## config.mk

```make
export PLATFORM = sky130hd
export DESIGN_NAME = three_way_block_packer
export DESIGN_NICKNAME = d
export VERILOG_FILES = /design/src/rtl/three_way_block_packer.sv
export SDC_FILE = /design/constraint.sdc
export NUM_CORES = 1
export LEC_CHECK = 0
export BUFFER_PORTS_ARGS = -buffer_cell sky130_fd_sc_hd__buf_2
export CORE_UTILIZATION = 45
export DETAILED_ROUTE_END_ITERATION = 10
export PLACE_DENSITY = 0.68
export SYNTH_ARGS = -nofsm -noshare
export SYNTH_HDL_FRONTEND = slang
export SYNTH_SLANG_ARGS = --single-unit
```

## constraint.sdc

```tcl
create_clock -name clk -period 2.55 [get_ports clk]
set_clock_uncertainty 0.1 [all_clocks]
set_input_delay 0.3825 -clock clk [delete_from_list [all_inputs] [get_ports clk]]
set_output_delay 0.3825 -clock clk [all_outputs]
set_load 0.02 [all_outputs]
```

## src/rtl/three_way_block_packer.sv

```systemverilog
// ---------------------------------------------------------------------------
// three_way_block_packer
//
// Packs a stream of 32-bit AXI-Stream words into 96-bit blocks for a 96-bit
// cipher pipeline.
//
// Word order is little-endian by word:
//   - first word  -> bits [31:0]
//   - second word -> bits [63:32]
//   - third word  -> bits [95:64]
//
// A block is closed by either the third word or a word carrying tlast. In a
// short final block, the slots above the last real word are filled with
// PAD_WORD, and m_axis_tkeep marks which words are real.
//
// The output register is a single entry. The slave side is ready whenever
// that entry is empty or is being drained in the same cycle. This gives one
// word per cycle while m_axis_tready stays high.
//
// Parameters
//   PAD_WORD       fill value for unused words of a short final block
//
// Ports
//   clk            sole clock, rising edge
//   rst            synchronous active-high reset
//   s_axis_tdata   input word
//   s_axis_tvalid  input word valid
//   s_axis_tlast   last word of message
//   s_axis_tready  packer accepts input word (combinational)
//   m_axis_tdata   assembled 96-bit block
//   m_axis_tvalid  block valid
//   m_axis_tlast   block contains the message's last word
//   m_axis_tkeep   per-word valid flags, bit k covers tdata[32k+31:32k]
//   m_axis_tready  downstream accepts block
//   blk_count      count of blocks transferred on the master side (wraps)
// ---------------------------------------------------------------------------
module three_way_block_packer #(
  parameter logic [31:0] PAD_WORD = 32'h0000_0000
) (
  input  logic        clk,
  input  logic        rst,
  input  logic [31:0] s_axis_tdata,
  input  logic        s_axis_tvalid,
  input  logic        s_axis_tlast,
  output logic        s_axis_tready,
  output logic [95:0] m_axis_tdata,
  output logic        m_axis_tvalid,
  output logic        m_axis_tlast,
  output logic [2:0]  m_axis_tkeep,
  input  logic        m_axis_tready,
  output logic [15:0] blk_count
);

  // Accumulator state: number of words held so far and the words themselves.
  logic [1:0]  cnt_q,   cnt_d;
  logic [63:0] acc_q,   acc_d;

  // Output block register.
  logic [95:0] tdata_q, tdata_d;
  logic        tvalid_q, tvalid_d;
  logic        tlast_q,  tlast_d;
  logic [2:0]  tkeep_q,  tkeep_d;
  logic [15:0] blk_q,    blk_d;

  logic in_xfer;
  logic out_xfer;
  logic complete;

  // Build the outgoing block from the stored words plus the completing word.
  // Slots above the completing word take PAD_WORD, never old accumulator
  // contents, so data from an earlier block cannot leak into a short block.
  function automatic logic [95:0] assemble_block(
    input logic [1:0]  cnt,
    input logic [63:0] acc,
    input logic [31:0] word
  );
    logic [95:0] blk;
    case (cnt)
      2'd0:    blk = {PAD_WORD, PAD_WORD, word};
      2'd1:    blk = {PAD_WORD, word, acc[31:0]};
      default: blk = {word, acc[63:32], acc[31:0]};
    endcase
    return blk;
  endfunction

  // tkeep is a thermometer code of the number of real words in the block.
  function automatic logic [2:0] keep_for(input logic [1:0] cnt);
    logic [2:0] keep;
    case (cnt)
      2'd0:    keep = 3'b001;
      2'd1:    keep = 3'b011;
      default: keep = 3'b111;
    endcase
    return keep;
  endfunction

  // The slave may push whenever the output slot is free, or is being freed
  // this cycle. This path deliberately ignores s_axis_tvalid.
  assign s_axis_tready = !tvalid_q || m_axis_tready;

  assign in_xfer  = s_axis_tvalid && s_axis_tready;
  assign out_xfer = tvalid_q && m_axis_tready;

  // cnt_q[1] also covers the unreachable value 3, so the FSM cannot stick.
  assign complete = in_xfer && (s_axis_tlast || cnt_q[1]);

  always_comb begin
    cnt_d    = cnt_q;
    acc_d    = acc_q;
    tdata_d  = tdata_q;
    tvalid_d = tvalid_q;
    tlast_d  = tlast_q;
    tkeep_d  = tkeep_q;
    blk_d    = blk_q;

    if (out_xfer) begin
      tvalid_d = 1'b0;
      blk_d    = blk_q + 16'd1;
    end

    // A completion in the same cycle as a drain overrides the clear above.
    // The new block then replaces the old one with no bubble.
    if (in_xfer) begin
      if (complete) begin
        tdata_d  = assemble_block(cnt_q, acc_q, s_axis_tdata);
        tkeep_d  = keep_for(cnt_q);
        tlast_d  = s_axis_tlast;
        tvalid_d = 1'b1;
        cnt_d    = 2'd0;
        acc_d    = '0;
      end else begin
        if (cnt_q == 2'd0) begin
          acc_d[31:0] = s_axis_tdata;
        end else begin
          acc_d[63:32] = s_axis_tdata;
        end
        cnt_d = cnt_q + 2'd1;
      end
    end
  end

  // ---- stage boundary: accumulator and output block registers ----
  always_ff @(posedge clk) begin
    if (rst) begin
      cnt_q    <= 2'd0;
      acc_q    <= '0;
      tdata_q  <= '0;
      tvalid_q <= 1'b0;
      tlast_q  <= 1'b0;
      tkeep_q  <= 3'b000;
      blk_q    <= 16'd0;
    end else begin
      cnt_q    <= cnt_d;
      acc_q    <= acc_d;
      tdata_q  <= tdata_d;
      tvalid_q <= tvalid_d;
      tlast_q  <= tlast_d;
      tkeep_q  <= tkeep_d;
      blk_q    <= blk_d;
    end
  end

  assign m_axis_tdata  = tdata_q;
  assign m_axis_tvalid = tvalid_q;
  assign m_axis_tlast  = tlast_q;
  assign m_axis_tkeep  = tkeep_q;
  assign blk_count     = blk_q;

endmodule

```

==> results of run 1 <==
[worst paths after layout]
check,slack (ns),from,end
setup reg to reg,0.31,m_axis_tvalid,m_axis_tdata[42]
hold / removal,0.14,s_axis_tlast,m_axis_tlast
hold reg to reg,0.35,acc_q[47],acc_q[47]
setup / recovery,0.31,m_axis_tvalid,m_axis_tdata[42]
[cells in the mapped netlist (all sizes together)]
cell / number
nand2b: 1
or4b: 1
o211ai: 2
o2bb2ai: 10
or4: 1
ha: 3
or2: 1
xnor2: 5
o21ai: 3
and2: 1
nor3: 59
nand4: 6
dfxtp: 183
a221oi: 32
nand3: 70
nor3b: 23
clkbuf: 69
and4: 2
o31ai: 1
inv: 9
nor2b: 1
nor2: 70
buf: 12
xor2: 6
nor4: 11
a21oi: 83
a211oi: 25
and3: 32
nand2: 85
or3: 3
a31o: 34
[state kept, by name, summed over array words and instances (netlist names)]
| name | count |
|---|---|
| m_axis_tlast | 1 |
| acc_q | 64 |
| cnt_q | 2 |
| m_axis_tkeep | 3 |
| m_axis_tvalid | 1 |
| m_axis_tdata | 96 |
| blk_count | 16 |
[cell type report]
| type | instances | area, um2 |
|---|---|---|
| Tap cell | 216 | 270 |
| Clock buffer | 22 | 474 |
| Fill cell | 1471 | 6980 |
| Clock inverter | 8 | 75.1 |
| Sequential cell | 183 | 3660 |
| Multi-Input combinational cell | 571 | 3300 |
| Inverter | 9 | 33.8 |
| Timing Repair Buffer | 183 | 1030 |
[layout by cell type (no fill, tap or decap), types with 2 or more instances in the layout]
cell	Yosys	final
a211oi_1	25	23
a211oi_4	0	2
a21oi_1	83	83
a221oi_1	32	32
a31o_2	34	34
and3_1	32	32
and4_1	2	2
buf_12	0	3
buf_2	10	153
buf_4	1	27
clkbuf_1	69	2
clkbuf_16	0	17
clkbuf_8	0	3
clkinv_2	0	4
clkinv_4	0	2
dfxtp_1	183	183
ha_2	0	2
inv_1	8	8
nand2_1	85	85
nand3_1	69	69
nand4_1	5	5
nor2_1	70	70
nor3_1	58	57
nor3b_1	23	23
nor4_1	11	11
o211ai_1	2	2
o21ai_0	3	3
o2bb2ai_1	10	10
xnor2_1	5	5
xor2_1	6	6
[worst reg2reg max path, cell delays in order, from the launching register on]
cell,delay (ns)
dfxtp_1,0.35
nor2b_2,0.23
nor3_4,0.60
buf_4,0.41
buf_4,0.25
nor2_1,0.06
nor3_1,0.16
[cells by family (layout without fill, tap and decap cells)]
group           Yosys count  in the layout  synth area share
flops                   183            183             0.504
compound gates          190            190             0.180
fa+ha+maj                 3              3           0.00516
xor+xnor                 11             11            0.0133
buf+inv                  90            222            0.0487
simple gates            367            367             0.249
[routing by layer]
layer	routed length [um]	global-route usage
met4	302	0.0837
met3	948	0.0533
met2	9270	0.383
met1	8980	0.311
met5	0	0
[power by group]
group	total (mW)	internal, mW	switching [mW]
clock network	2.48	1.41	1.07
registers	3.06	2.99	0.0691
logic	0.802	0.259	0.543
[per-stage QoR]
| stage | hold slack (ns) | setup WS, ns | power, mW |
|---|---|---|---|
| after detailed placement | 0.342 | 0.259 | 3.93 |
| final | 0.143 | 0.312 | 6.34 |
| after CTS | 0.129 | 0.292 | 6.39 |
| after global placement | 0.337 | 0.305 | 3.92 |
| after global routing | 0.135 | 0.0597 | 6.59 |
| after floorplan | 0.332 | 0.675 | 3.62 |
==> key figures, run 1 <==
Setup path
  • Crit path required time: 2.79 ns
  • Setup CP Type: reg2reg
  • Crit-path most repeated cell: buf_4
  • Slowest-stage cell, CP: nor3_4
  • CP Max Fanout: 26
  • CP peak stage delay: 0.60 ns
  • CP Data Arrival Time: 2.48 ns
  • Top Family by Delay on Critical Path: simple AND/OR/NAND/NOR gates
  • Buf/Inv on CP: 2
  • Worst path cell trace: nor2b_2, nor3_4, buf_4, buf_4, nor2_1, nor3_1
  • Crit path capture type: register
  • CP startpoint kind: register
  • FF-to-FF path depth: 6
  • CP Depth: 6

Cells and area
  • Final #Nets: 1005
  • Fraction of layout instances using a drive strength above 1: 0.266
  • Final Non-Filler Cells: about 1200
  • Fin area: 8850 um2
  • N_diodes: 0
  • Final Core Density: 0.559
  • Area delta synth->final: 21.7%

Routing
  • Via density: 5.53
  • Total wire length: around 20000 um
  • Post-route DRC: 0
  • DR vias: ~6600
  • Drt first pass iters: 4
  • Drt initial violations: 499
  • Final ANT Viol Nets: 0
  • Drt wl/cell: 16.4 um

CTS
  • CTS tree: done
  • Total CTS buffers: 17
  • CTS root buffer: clkbuf_16
  • Worst-path clk slew: 0.06 ns
  • Clk buf depth: 2
  • Skew-Pair Late Insertion Delay: 0.43 ns
  • Hold-fix buffers at CTS: 0
  • Post-CTS setup buffer count: 0
  • CTS resizes: 0
  • H-Tree Depth: 4
  • Number of clock sinks: ~180

Global routing
  • Vias in the first global route: 5793
  • Total GRT Usage: 0.236
  • First-pass GRT wire length: 30600 um
  • Initial antenna violation count: 0
  • Maximum number of pins on one net before global-route repair: 106
  • Remaining Overflow, GRT: 0

Yosys
  • Synthesized flop and latch total: 183
  • Cell count after synthesis: around 840
  • Synth top area share: 0.504
  • Post-synth top area cell: dfxtp_1
  • Seq/Total Area, Yosys: 0.504
  • Avg Cell Area, Syn: roughly 8.6 um2
  • Syn Nets: 884
  • Top cells by area, synth: dfxtp_1, a21oi_1, nand3_1, nand2_1, a31o_2
  • YS warnings: 0
  • Post-Syn Area: 7270 um2
  • Synth cell types: 39

Die
  • Die Area: about 17000 um2
  • DIE WIDTH: ~130 um
  • Top Ports: 155
  • Die height: 129 um
  • Initial Utilization: 0.459
  • # rows: 46
  • Core box area: 15800 um2

Power and ir drop
  • Leakage: 3.66 nW
  • PwrDens: 717 nW/um2
  • IR drop worst, VDD: 0.512 mV

STA
  • Setup-failing EPs final: 0
  • Final period util: 0.878
  • F_max: 0.447 GHz
  • Fin crit period: 2.24 ns
  • Least-Margin Pin Slew: 1.10 ns
  • Setup tns final: 0 ns
  • Final hold vios: 0
  • Slew headroom: 0.266
  • RSZ-0062 raised after global routing: no
  • Pins over their slew limit: 0

Placement
  • Dpl hpwl: 12400 um
  • Cells after DPL: between 1000 and 1500
  • Input/output buffers: 154
  • Routability Congestion: 0.758
  • DP Area: 8300 um2

Min path
  • Worst hold-check path type: in2reg
  • Hold path cells: 3

Status
  • Outcome: finished, final reports clean

Flow run
  • Max-cap viol count: 0
Power figures use the tool's default switching activity.
==> run 2, diff against run 1 <==
Settings changed: CTS_BUF_LIST set to sky130_fd_sc_hd__clkbuf_8, REMOVE_ABC_BUFFERS set to 1.
==> run 2 against run 1 <==
Compared with the run above:
- setup slack improved by 0.27 ns
- combinational power barely moved
- register-to-register slack improved by 0.27 ns
- cell area down 2.3%
- via count up 0.71%
- power shrank 11%
- final cell count shrank 0.17%
- sequential power hardly changed
- wire length decreased by 0.65%
- global-route usage fell by 0.17 points
- largest power group unchanged
==> key figures, run 2 (synthesis gave the netlist of run 1 again) <==
Cells and area
  • Register Area: 3660 um2 (unchanged)
  • Max reg flops: 96 (unchanged)
  • Fraction of layout instances using a drive strength above 1: 0.266 (-0.000480)
  • Commonest non-fill, non-tap cell in the layout: dfxtp_1
  • N_diodes: 0 (unchanged)
  • Commonest non-fill, non-tap cells in the layout: dfxtp_1, buf_2, nand2_1
  • Area of the multi-input gates: 3300 um2 (unchanged)
  • Area delta synth->final: 19.0%
  • Fin area: 8650 um2 (-2.3%)
  • Final #Nets: 1004 (-0.10%)
  • Fill cells: 1491 (+1.4%)

Die
  • Core box area: 15800 um2 (unchanged)
  • Die height: 129 um (unchanged)
  • DIE WIDTH: 129 um (unchanged)
  • Initial Utilization: 0.459 (unchanged)
  • # rows: 46 (unchanged)
  • Top Ports: 155 (unchanged)
  • Die Area: 16700 um2 (unchanged)

Routing
  • Via density: 5.58 (+0.88%)
  • Post-route DRC: 0 (unchanged)
  • Drt first pass iters: 5 (+1)
  • Total wire length: 19400 um (-0.65%)
  • Drt wl/cell: 16.3 um (-0.48%)
  • Final ANT Viol Nets: 0 (unchanged)
  • Drt initial violations: 531 (+6.4%)
  • DR vias: 6636 (+0.71%)

CTS
  • Total CTS buffers: 17 (unchanged)
  • Hold-fix buffers at CTS: 0 (unchanged)
  • H-Tree Depth: 4 (unchanged)
  • Post-CTS setup buffer count: 0 (unchanged)
  • Clk buf depth: 2 (unchanged)
  • CTS root buffer: clkbuf_8
  • Worst-path clk slew: 0.08 ns (+0.02 ns)
  • CTS resizes: 0 (unchanged)
  • Skew-Pair Late Insertion Delay: 0.46 ns (+0.03 ns)
  • CTS tree: done
  • Number of clock sinks: 183 (unchanged)

Placement
  • DP Area: 8300 um2 (about the same)
  • Dpl hpwl: 12200 um (-1.8%)
  • Worst slack at placement: 0.394 ns (+0.136 ns)
  • Routability Congestion: 0.818 (+7.9%)
  • Input/output buffers: 154 (unchanged)

Setup path
  • Reg2reg start: m_axis_tvalid
  • FF-to-FF path depth: 5 (-1)
  • CP Data Arrival Time: 2.25 ns (-0.23 ns)
  • Worst path cell trace: nor2b_2, nor3_4, buf_4, and2_1, o2bb2ai_1
  • CP startpoint kind: register
  • Setup CP Type: reg2reg
  • Top Family by Delay on Critical Path: simple AND/OR/NAND/NOR gates
  • Crit path required time: 2.83 ns (+0.04 ns)
  • Crit path capture type: register
  • CP peak stage delay: 0.50 ns (-0.10 ns)
  • Setup slack, reg-to-reg: 0.58 ns (+0.27 ns)
  • Slowest-stage cell, CP: and2_1
  • Buf/Inv on CP: 1 (-1)
  • Reg2reg end: m_axis_tdata[52]
  • CP Max Fanout: 27 (+3.8%)

Min path
  • Worst hold-check path type: in2reg
  • Hold path cells: 3 (unchanged)
  • Hold endpoint: m_axis_tlast
  • Hold_sp: s_axis_tlast

Flow run
  • Max-cap viol count: 0 (unchanged)

Power and ir drop
  • IR drop worst, VDD: 0.303 mV (-41%)
  • PwrDens: 654 nW/um2 (-8.8%)
  • Final Power: 5.65 mW (-11%)
  • Leakage: 3.56 nW (-2.6%)

STA
  • Final WS setup: 0.579 ns (+0.267 ns)
  • Setup-failing EPs final: 0 (unchanged)
  • Pins over their slew limit: 0 (unchanged)
  • Setup tns final: 0 ns (unchanged)
  • Slew headroom: 0.299 (+0.0334)
  • Least-Margin Pin Slew: 1.05 ns (-0.0501 ns)
  • Fin crit period: 1.97 ns (-0.267 ns)
  • Final period util: 0.773 (-0.105)
  • Min Hold Slack: 0.0990 ns (-0.0443 ns)
  • RSZ-0062 raised after global routing: no
  • F_max: 0.507 GHz (+14%)
  • Final hold vios: 0 (unchanged)

Global routing
  • Vias in the first global route: 5939 (+2.5%)
  • First-pass GRT wire length: 30800 um (+0.39%)
  • Maximum number of pins on one net before global-route repair: 101 (-4.7%)
  • Initial antenna violation count: 0 (unchanged)
  • Remaining Overflow, GRT: 0 (unchanged)
  • Total GRT Usage: 0.235 (-0.00173)

Status
  • Outcome: finished, final reports clean
run 2: cell types whose count changed in the layout (fill, tap and decap cells not counted), sizes merged:
cell / change
buf: -1
clkinv: -1
inv: +2
clkinvlp: +1
clkbuf: -3
run 2: how the worst max path moves through the flow:
stage,start,to,slack (ns),cells past startpoint
CTS,m_axis_tvalid,m_axis_tdata[52],0.55,5
global route,cnt_q[1],acc_q[44],0.42,7
detailed placement,s_axis_tvalid,m_axis_tdata[52],0.39,6
floorplan,cnt_q[1],acc_q[0],-1.40,6
global placement,s_axis_tvalid,m_axis_tdata[58],0.45,6
finish,m_axis_tvalid,m_axis_tdata[52],0.58,5
run 2: metal layers:
| layer | part of all wire | global-route usage | vias up |
|---|---|---|---|
| li1 | - | - | 3275 |
| met3 | 0.048 | 0.0454 | 19 |
| met2 | 0.47 | 0.373 | 173 |
| met1 | 0.47 | 0.322 | 3169 |
| met4 | 0.014 | 0.0747 | 0 |
| met5 | 0 | 0 | - |
run 2: metrics by stage:
step | util | std cells
6_report | 0.546 | 1190
5_1_grt | 0.546 | 1190
4_1_cts | 0.546 | 1190
3_5_place_dp | 0.525 | 1161
3_3_place_gp | 0.525 | 1161
2_1_floorplan | - | 763
run 2: power breakdown:
| part | switching, mW | internal (mW) | total (mW) | leakage [nW] |
|---|---|---|---|---|
| logic | 0.544 | 0.261 | 0.805 | 1.89 |
| registers | 0.0689 | 2.99 | 3.06 | 1.49 |
| clock network | 0.992 | 0.798 | 1.79 | 0.180 |
| total | 1.60 | 4.05 | 5.65 | 3.56 |
run 2: worst min-delay path: stages:
cell	delay [ns]
buf_2	0.11
nand3_1	0.06
a21oi_1	0.06
run 2: cell type report:
cell class / count / area share
timing repair buffer: 182 / 0.120
sequential: 183 / 0.424
clock buffer: 19 / 0.0302
clock inverter: 10 / 0.00955
multi-input combinational: 571 / 0.382
tap: 216 / 0.0313
inverter: 9 / 0.00391
